`src/rtl/instr_fetch_unit_if.sv`:
```
// -----------------------------------------------------------------------------
// instr_fetch_unit_if
//   Groups the signals of the fetch stage that face the rest of the core:
//   the instruction-memory address/data pair, the redirect request from
//   execute, the valid/ready fetch output to decode, and the halted/fault
//   status flags.
//
//   Signals
//     imem_addr      fetch -> imem    byte address (the PC)
//     imem_data      imem  -> fetch   word at imem_addr, combinational
//     redirect_valid exec  -> fetch   request a PC change this cycle
//     redirect_pc    exec  -> fetch   redirect target byte address
//     out_valid      fetch -> decode  fetch buffer head is valid
//     out_ready      decode-> fetch   decode accepts the head this cycle
//     out_instr      fetch -> decode  instruction at buffer head
//     out_pc         fetch -> decode  PC of instruction at buffer head
//     halted         fetch -> env     PC ran past the end of memory
//     fault          fetch -> env     misaligned redirect seen (sticky)
//
//   Modports
//     master : the fetch unit itself
//     slave  : the environment (memory, execute, decode)
// -----------------------------------------------------------------------------
interface instr_fetch_unit_if;
    logic [31:0] imem_addr;
    logic [31:0] imem_data;
    logic        redirect_valid;
    logic [31:0] redirect_pc;
    logic        out_valid;
    logic        out_ready;
    logic [31:0] out_instr;
    logic [31:0] out_pc;
    logic        halted;
    logic        fault;

    modport master (
        output imem_addr,
        input  imem_data,
        input  redirect_valid,
        input  redirect_pc,
        output out_valid,
        input  out_ready,
        output out_instr,
        output out_pc,
        output halted,
        output fault
    );

    modport slave (
        input  imem_addr,
        output imem_data,
        output redirect_valid,
        output redirect_pc,
        input  out_valid,
        output out_ready,
        input  out_instr,
        input  out_pc,
        input  halted,
        input  fault
    );
endinterface

```
`src/rtl/instr_fetch_unit.sv`:
```
// -----------------------------------------------------------------------------
// instr_fetch_unit
//   Program counter and fetch stage directly upstream of instruction memory.
//   The PC register drives the memory byte address; the returned word is
//   captured together with its PC into a 2-entry FIFO that feeds decode over
//   a valid/ready handshake. Execute can redirect the PC; a misaligned
//   redirect target parks the unit in a sticky FAULT state until reset.
//
//   Parameters
//     RESET_PC    PC loaded on reset
//     IMEM_WORDS  memory depth in 32-bit words; fetching past it halts
//
//   Ports
//     clk    in   rising-edge clock
//     rst_n  in   asynchronous active-low reset
//     bus    master modport of instr_fetch_unit_if (memory, redirect,
//            decode handshake, halted/fault status)
// -----------------------------------------------------------------------------
module instr_fetch_unit #(
    parameter logic [31:0] RESET_PC   = 32'h0000_0000,
    parameter int          IMEM_WORDS = 32
) (
    input  logic                   clk,
    input  logic                   rst_n,
    instr_fetch_unit_if.master     bus
);

    localparam logic [31:0] IMEM_LIMIT = 32'(IMEM_WORDS);

    typedef enum logic [1:0] {
        ST_RUN   = 2'd0,
        ST_HALT  = 2'd1,
        ST_FAULT = 2'd2
    } state_t;

    state_t      state;
    state_t      state_nxt;
    logic [31:0] pc;
    logic [31:0] pc_nxt;
    logic [1:0]  count;
    logic [1:0]  count_nxt;
    logic        rd_ptr;
    logic        rd_ptr_nxt;
    logic        wr_ptr;
    logic        wr_ptr_nxt;

    logic [31:0] buf_pc    [2];
    logic [31:0] buf_instr [2];

    logic        out_valid;
    logic        in_range;
    logic        pop;
    logic        room;
    logic        push;
    logic        flush;
    logic        redirect_ok;

    // Word index compared in 32 bits so large IMEM_WORDS values still work.
    assign in_range    = {2'b00, pc[31:2]} < IMEM_LIMIT;
    assign redirect_ok = (bus.redirect_pc[1:0] == 2'b00);

    // In FAULT the buffer is already flushed, but gate anyway so the head can
    // never leak out while faulted.
    assign out_valid = (state != ST_FAULT) && (count != 2'd0);
    assign pop       = out_valid && bus.out_ready;

    // A full buffer still has room when its head leaves in the same cycle.
    assign room      = (count != 2'd2) || pop;

    // State register
    always_ff @(posedge clk or negedge rst_n) begin
        if (!rst_n) begin
            state  <= ST_RUN;
            pc     <= RESET_PC;
            count  <= 2'd0;
            rd_ptr <= 1'b0;
            wr_ptr <= 1'b0;
        end else begin
            state  <= state_nxt;
            pc     <= pc_nxt;
            count  <= count_nxt;
            rd_ptr <= rd_ptr_nxt;
            wr_ptr <= wr_ptr_nxt;
        end
    end

    // Next-state logic: redirect beats fetch; run-off moves to HALT.
    always_comb begin
        state_nxt = state;
        pc_nxt    = pc;
        push      = 1'b0;
        flush     = 1'b0;

        case (state)
            ST_RUN: begin
                if (bus.redirect_valid) begin
                    flush = 1'b1;
                    if (redirect_ok) begin
                        pc_nxt    = bus.redirect_pc;
                        state_nxt = ST_RUN;
                    end else begin
                        state_nxt = ST_FAULT;
                    end
                end else if (!in_range) begin
                    state_nxt = ST_HALT;
                end else if (room) begin
                    push   = 1'b1;
                    pc_nxt = pc + 32'd4;
                end
            end
            ST_HALT: begin
                if (bus.redirect_valid) begin
                    flush = 1'b1;
                    if (redirect_ok) begin
                        pc_nxt    = bus.redirect_pc;
                        state_nxt = ST_RUN;
                    end else begin
                        state_nxt = ST_FAULT;
                    end
                end
            end
            ST_FAULT: begin
                state_nxt = ST_FAULT;
            end
            default: begin
                state_nxt = ST_FAULT;
            end
        endcase
    end

    // FIFO occupancy and pointers. A flush wins over any same-cycle pop;
    // the popped entry has already been handed to decode.
    always_comb begin
        count_nxt  = count;
        rd_ptr_nxt = rd_ptr;
        wr_ptr_nxt = wr_ptr;

        if (flush) begin
            count_nxt  = 2'd0;
            rd_ptr_nxt = 1'b0;
            wr_ptr_nxt = 1'b0;
        end else begin
            if (push) begin
                wr_ptr_nxt = ~wr_ptr;
            end
            if (pop) begin
                rd_ptr_nxt = ~rd_ptr;
            end
            case ({push, pop})
                2'b10:   count_nxt = count + 2'd1;
                2'b01:   count_nxt = count - 2'd1;
                default: count_nxt = count;
            endcase
        end
    end

    // Buffer storage: data only, qualified by count, so no reset needed.
    // When full with a pop, wr_ptr equals rd_ptr and the write lands in the
    // slot being read out this same cycle.
    always_ff @(posedge clk) begin
        if (push) begin
            buf_pc[wr_ptr]    <= pc;
            buf_instr[wr_ptr] <= bus.imem_data;
        end
    end

    assign bus.imem_addr = pc;
    assign bus.out_valid = out_valid;
    assign bus.out_pc    = buf_pc[rd_ptr];
    assign bus.out_instr = buf_instr[rd_ptr];
    assign bus.halted    = (state == ST_HALT);
    assign bus.fault     = (state == ST_FAULT);

endmodule
```
`src/flat_wrapper.sv`:
```
// flat-port wrapper written by rule: the top's interface ports become plain ports
module instr_fetch_unit_flat 
#(
    parameter logic [31:0] RESET_PC   = 32'h0000_0000,
    parameter int          IMEM_WORDS = 32
)
  (clk, rst_n, bus_imem_addr, bus_imem_data, bus_redirect_valid, bus_redirect_pc, bus_out_valid, bus_out_ready, bus_out_instr, bus_out_pc, bus_halted, bus_fault);
  instr_fetch_unit_if bus_i ();
  input  logic clk;
  input  logic rst_n;
  output wire logic [$bits(bus_i.imem_addr)-1:0] bus_imem_addr;
  input wire logic [$bits(bus_i.imem_data)-1:0] bus_imem_data;
  input wire logic [$bits(bus_i.redirect_valid)-1:0] bus_redirect_valid;
  input wire logic [$bits(bus_i.redirect_pc)-1:0] bus_redirect_pc;
  output wire logic [$bits(bus_i.out_valid)-1:0] bus_out_valid;
  input wire logic [$bits(bus_i.out_ready)-1:0] bus_out_ready;
  output wire logic [$bits(bus_i.out_instr)-1:0] bus_out_instr;
  output wire logic [$bits(bus_i.out_pc)-1:0] bus_out_pc;
  output wire logic [$bits(bus_i.halted)-1:0] bus_halted;
  output wire logic [$bits(bus_i.fault)-1:0] bus_fault;
  assign bus_imem_addr = bus_i.imem_addr;
  assign bus_i.imem_data = bus_imem_data;
  assign bus_i.redirect_valid = bus_redirect_valid;
  assign bus_i.redirect_pc = bus_redirect_pc;
  assign bus_out_valid = bus_i.out_valid;
  assign bus_i.out_ready = bus_out_ready;
  assign bus_out_instr = bus_i.out_instr;
  assign bus_out_pc = bus_i.out_pc;
  assign bus_halted = bus_i.halted;
  assign bus_fault = bus_i.fault;
  instr_fetch_unit #(.RESET_PC(RESET_PC), .IMEM_WORDS(IMEM_WORDS)) u_core (.clk(clk), .rst_n(rst_n), .bus(bus_i));
endmodule
```
`config.mk`:
```
export PLATFORM = sky130hd
export DESIGN_NAME = instr_fetch_unit_flat
export DESIGN_NICKNAME = d
export VERILOG_FILES = /design/src/rtl/instr_fetch_unit_if.sv /design/src/rtl/instr_fetch_unit.sv /design/src/flat_wrapper.sv
export SDC_FILE = /design/constraint.sdc
export NUM_CORES = 1
export LEC_CHECK = 0
export ABC_AREA = 0
export BUFFER_PORTS_ARGS = -buffer_cell sky130_fd_sc_hd__buf_4
export CAP_MARGIN = 20
export CORE_MARGIN = 2
export CORE_UTILIZATION = 55
export DETAILED_ROUTE_END_ITERATION = 10
export PLACE_DENSITY_LB_ADDON = 0.15
export SKIP_CTS_REPAIR_TIMING = 1
export SYNTH_ARGS = -nofsm -noshare
export SYNTH_HDL_FRONTEND = slang
export SYNTH_SLANG_ARGS = --single-unit
```
`constraint.sdc`:
```
create_clock -name clk -period 6.7 [get_ports clk]
set_input_delay 1.005 -clock clk [delete_from_list [all_inputs] [get_ports clk]]
set_output_delay 1.005 -clock clk [all_outputs]
set_load 0.02 [all_outputs]
```
# ---- Word level (Yosys, flattened, before mapping)
# Memory sizes are Yosys's and may differ from the RTL's.
# Cells that the tools add are included.
dict set report word_totals {
  regBits 38
  mem_bits_rw 128
  inputBits 68
  out_inout_bits 99
  mem_count 2
}
dict set report op_classes {
  n_addsub 3
  magnitude_cmp 1
  n_eq_ne 10
  muxes 25
  bitwise_logic 2
  reduce_logical 13
}
# name depth word_bits rd rd_clocked_by_memory_dff wr line_no
set memory_table {}
lappend memory_table {u_core.buf_instr 2 32 1 0 1 instr_fetch_unit.sv:48} ;# logic [31:0] buf_instr [2];
lappend memory_table {u_core.buf_pc 2 32 1 0 1 instr_fetch_unit.sv:47} ;# logic [31:0] buf_pc [2];
# cell count
set ops {}
lappend ops {{32-bit two-way mux} 5}
lappend ops {{32-bit case mux with 2 select lines} 1}
lappend ops {{32-bit by 3-bit adder with 32-bit output (second input constant)} 1}
lappend ops {{30-bit by 6-bit < comparator with 1-bit output (second input constant)} 1}
lappend ops {{1-bit two-way mux} 12}
lappend ops {{2-bit two-way mux} 5}
lappend ops {{2-bit case mux with 2 select lines} 2}
lappend ops {{2-bit nonzero test} 4}
lappend ops {{2-bit != test (second input constant)} 3}
lappend ops {{3-bit by 2-bit != test with 1-bit output (second input constant)} 2}
lappend ops {{2-bit by 1-bit equality test with 1-bit output (second input constant)} 2}
lappend ops {{2-bit equality test (second input constant)} 2}
lappend ops {{2-bit zero test} 2}
lappend ops {{4-bit AND reduction} 1}
lappend ops {{3-bit != test (second input constant)} 1}
lappend ops {{3-bit nonzero test} 1}
lappend ops {{2-bit by 1-bit adder with 2-bit output (second input constant)} 1}
lappend ops {{1-bit logical AND} 2}
lappend ops {{1-bit NOT} 2}
lappend ops {{2-bit AND reduction} 1}
lappend ops {{2-bit OR reduction} 1}
lappend ops {{2-bit by 1-bit subtractor with 2-bit output (second input constant)} 1}
lappend ops {{1-bit logical OR} 1}

# ---- Longest topological paths before layout
dict set report logic_depth {
  ltp_word 11
  mapped_depth 7
  mapped_depth_nobuf 7
}

# ---- Least setup slack after synthesis
# No wires, ideal clock.
dict set report synth_path {
  path_kind {input -> register}
  start {input port bus_redirect_valid}
  end {memory u_core.buf_instr[0][0], enable pin}
  setup_ns 0.487
  arrival_time_ns 4.144
  t_required_ns 6.213
  setup_slack_ns 2.070
  cell_stages 4
  n_path_buf 1
  path_cell_list {buf_2 > inv_1 > nand4_1 > nor2_1}
}
dict set report synth_between {
  elab_chain_len 4
}
# item line_no
set synth_rtl {}
lappend synth_rtl {{start: declaration} flat_wrapper.sv:13} ;# input wire logic [$bits(bus_i.redirect_valid)-1:0] bus_redirect_valid;
lappend synth_rtl {{1-bit two-way mux} instr_fetch_unit.sv:96} ;# if (bus.redirect_valid) begin
lappend synth_rtl {{1-bit two-way mux} instr_fetch_unit.sv:94} ;# case (state)
lappend synth_rtl {{1-bit two-way mux} instr_fetch_unit.sv:161} ;# if (push) begin
lappend synth_rtl {{1-bit two-way mux (not written as such)} instr_fetch_unit.sv:163} ;# buf_instr[wr_ptr] <= bus.imem_data;
lappend synth_rtl {{end: declaration} instr_fetch_unit.sv:48}
# Every way passes these cells.

# ---- Final worst setup path
dict set report layout_path {
  start {register u_core.rd_ptr}
  end {output port bus_out_pc[15]}
}
dict set report layout_between {
  elab_chain_len 1
}
# item line_no
set layout_rtl {}
lappend layout_rtl {{start: declaration} instr_fetch_unit.sv:42} ;# logic rd_ptr;
lappend layout_rtl {{start signal: assignment} instr_fetch_unit.sv:82} ;# rd_ptr <= rd_ptr_nxt;
lappend layout_rtl {{memory read 2 x 32 bit} n/a}
lappend layout_rtl {{end: declaration} flat_wrapper.sv:18} ;# output wire logic [$bits(bus_i.out_pc)-1:0] bus_out_pc;
# Every way passes these cells.

==> key figures <==
Setup path
  – Critical path class: reg2out
  – R2R depth: 5
  – Critical Path AT: 2440 ps
  – Setup crit start kind: register
  – CP required: 5690 ps
  – Peak fanout along the critical path: 38
  – Crit. End Element: primary output

Finish
  – Ant. Diodes: 0
  – Util after Layout: 0.721
  – Nets: around 700
  – Non-Filler Instances: 780
  – Area Growth Syn to Fin: 28.0%
  – Commonest non-fill, non-tap cell in the layout: buf_4
  – Share of cells above drive strength 1: 0.436
  – Commonest cells after routing, fill and taps aside: buf_4, edfxtp_1, mux2_2, dfrtp_1, nor2_1

STA
  – Clock skew: approximately 5.7 ps
  – Fin. Hold Viols: 0
  – Final setup TNS: 0 ps
  – Max-slew violation count: 0
  – # setup viols final: 0
  – Actual slew at the worst max-slew pin: 1150 ps
  – Max Freq: 291 MHz
  – Fin crit period: 3440 ps
  – RSZ-0062 raised after global routing: no
  – Final cycle utilization of the critical path: 0.513
  – Slew margin rel.: 0.232
  – PnR worst setup slack: 3260 ps
  – Worst hold slack: 519 ps

Drt
  – ANT nets after route: 0
  – Routed wire length: between 10 and 15 mm
  – WL/cell: between 15 and 20 um
  – Vias per std cell: 5.83
  – Iter 0 DRT Violations: about 440
  – Initial DRT Pass Iterations: 7
  – DRC: 0
  – Vias post-DR: 4546

Status
  – Status: finished clean

Die
  – Die area: between 0.01 and 0.015 sq mm
  – Core ar.: 0.0120 sq mm
  – Die Wd: 115 um
  – Initial core utilization: 0.564
  – Die Ht: 115 um
  – I/O pin cnt: roughly 170
  – Rows: 40

Synth
  – Synth Net Count: 518
  – Main synth FF type: edfxtp_1
  – Syn Std Cell Area: 0.00677 sq mm
  – Register area share after synthesis: 0.708
  – YS warnings: 0
  – Cells after synthesis: ~450
  – Mapped Avg Cell Area: 15.1 sq um
  – Post-synth EDFFs: between 100 and 150
  – Number of synthesized register bits: roughly 170
  – FFs w/ async S/R, synth: 0.229
  – Post-synthesis cell type count: 53

Clock network
  – CTS H-tree depth: 4
  – CTS tree: yes
  – Root Buffer: clkbuf_16
  – Total clock sinks: about 170
  – Maximum clock insertion buffer count: 2
  – Clk_lat worst skew: 410 ps
  – Clock transition at path regs: 60 ps
  – Total CTS buffers: 17

GRT
  – Total GRT Usage: 0.229
  – Vias in the first global route: 4319
  – Largest net degree at the start of global routing: 65
  – Initial antenna violation count: 0
  – Congestion Overflow GR: 0
  – First-pass GRT wire length: approximately 23 mm

Placed design
  – Place WS: 3480 ps
  – Detailed placement HPWL: 9.95 mm
  – Port buffer count: 166
  – RD Place Congestion: approximately 0.82
  – Inst Count DP: between 700 and 800

Hold path
  – Hold Crit Class: reg2reg
  – Hold depth: 0

Pwr
  – Max VDD drop: 0.000195 V
  – Total leakage power: 0.00343 uW
  – Power density over the cells: 230 mW/mm^2

Flow run
  – Total of max-cap violations: 0
per-layer routing:
layer  global-route usage  up-vias  wire length [um]
li1                     -     2077                 -
met4                0.102        0               290
met3               0.0548       26              1130
met5                    0        -                 0
met2                0.352      216              7160
met1                0.314     2227              6290
report_power, final:
part | total, uW | internal [uW] | switching, uW | leakage, uW
registers | 1110 | 1110 | 2.23 | 0.00171
logic | 58.6 | 31.8 | 26.8 | 0.00148
clock network | 823 | 462 | 361 | 0.000240
worst max-delay path: stages (launching register included):
cell and delay [ps]:
dfrtp_2 860, buf_4 570, mux2_2 410, buf_4 160
per-stage QoR:
step	total power, uW	area (sq um)
global route	2050	8670
floorplan	1140	6770
global placement	1180	8150
CTS	2000	8650
detailed placement	1190	8150
finish	1990	8670
flip-flops by register name (all words and copies together) (netlist names):
signal	flops
u_core.state	2
u_core.buf_instr	64
u_core.rd_ptr	1
u_core.count	2
u_core.buf_pc	64
u_core.bus.imem_addr	32
u_core.wr_ptr	1
path summary, 6_finish.rpt:
kind	start	to	slack (ps)
worst max-delay path	u_core.rd_ptr	bus_out_pc[15]	3260
worst min-delay path	u_core.bus.imem_addr[0]	u_core.buf_pc[1][0]	520
worst max register to register	u_core.bus.imem_addr[30]	u_core.buf_pc[1][21]	3690
worst min register to register	u_core.bus.imem_addr[0]	u_core.buf_pc[1][0]	520
max in group asynchronous	rst_n	u_core.rd_ptr	5790
min in group asynchronous	rst_n	u_core.bus.imem_addr[3]	550
synth_stat cells (4+ instances only):
| library cell | number | area, sq um |
|---|---|---|
| edfxtp_1 | 128 | 3840 |
| mux2_2 | 64 | 721 |
| dfrtp_1 | 38 | 951 |
| nor2_1 | 32 | 120 |
| nand2_1 | 26 | 97.6 |
| nand3_1 | 20 | 100 |
| a21oi_1 | 18 | 90.1 |
| o21ai_0 | 15 | 75.1 |
| o22ai_1 | 11 | 68.8 |
| buf_2 | 9 | 45.0 |
| inv_1 | 7 | 26.3 |
| nor4_1 | 7 | 43.8 |
| clkbuf_1 | 5 | 18.8 |
| nand4_1 | 5 | 31.3 |
| a22oi_1 | 4 | 30.0 |
cell type report:
class                           instances  area [sq um]
Clock buffer                           19           433
Clock inverter                         13          66.3
Fill cell                             834          3350
Inverter                                8          30.0
Multi-Input combinational cell        257          1870
Sequential cell                       166          4800
Tap cell                              147           184
Timing Repair Buffer                  170          1280
cells by family (layout without fill, tap and decap cells):
logic type,Yosys count,in the layout,share of synthesized area
AND/OR/NAND/NOR,116,116,0.0896
XOR/XNOR,3,3,0.00388
multiplexers,65,65,0.108
buffers and inverters,25,210,0.0177
AO/OA/AOI/OAI,71,71,0.0688
flip-flops,166,166,0.708
adder cells (fa/ha/maj),2,2,0.00370
No activity file was read; power rests on OpenSTA's default activity.
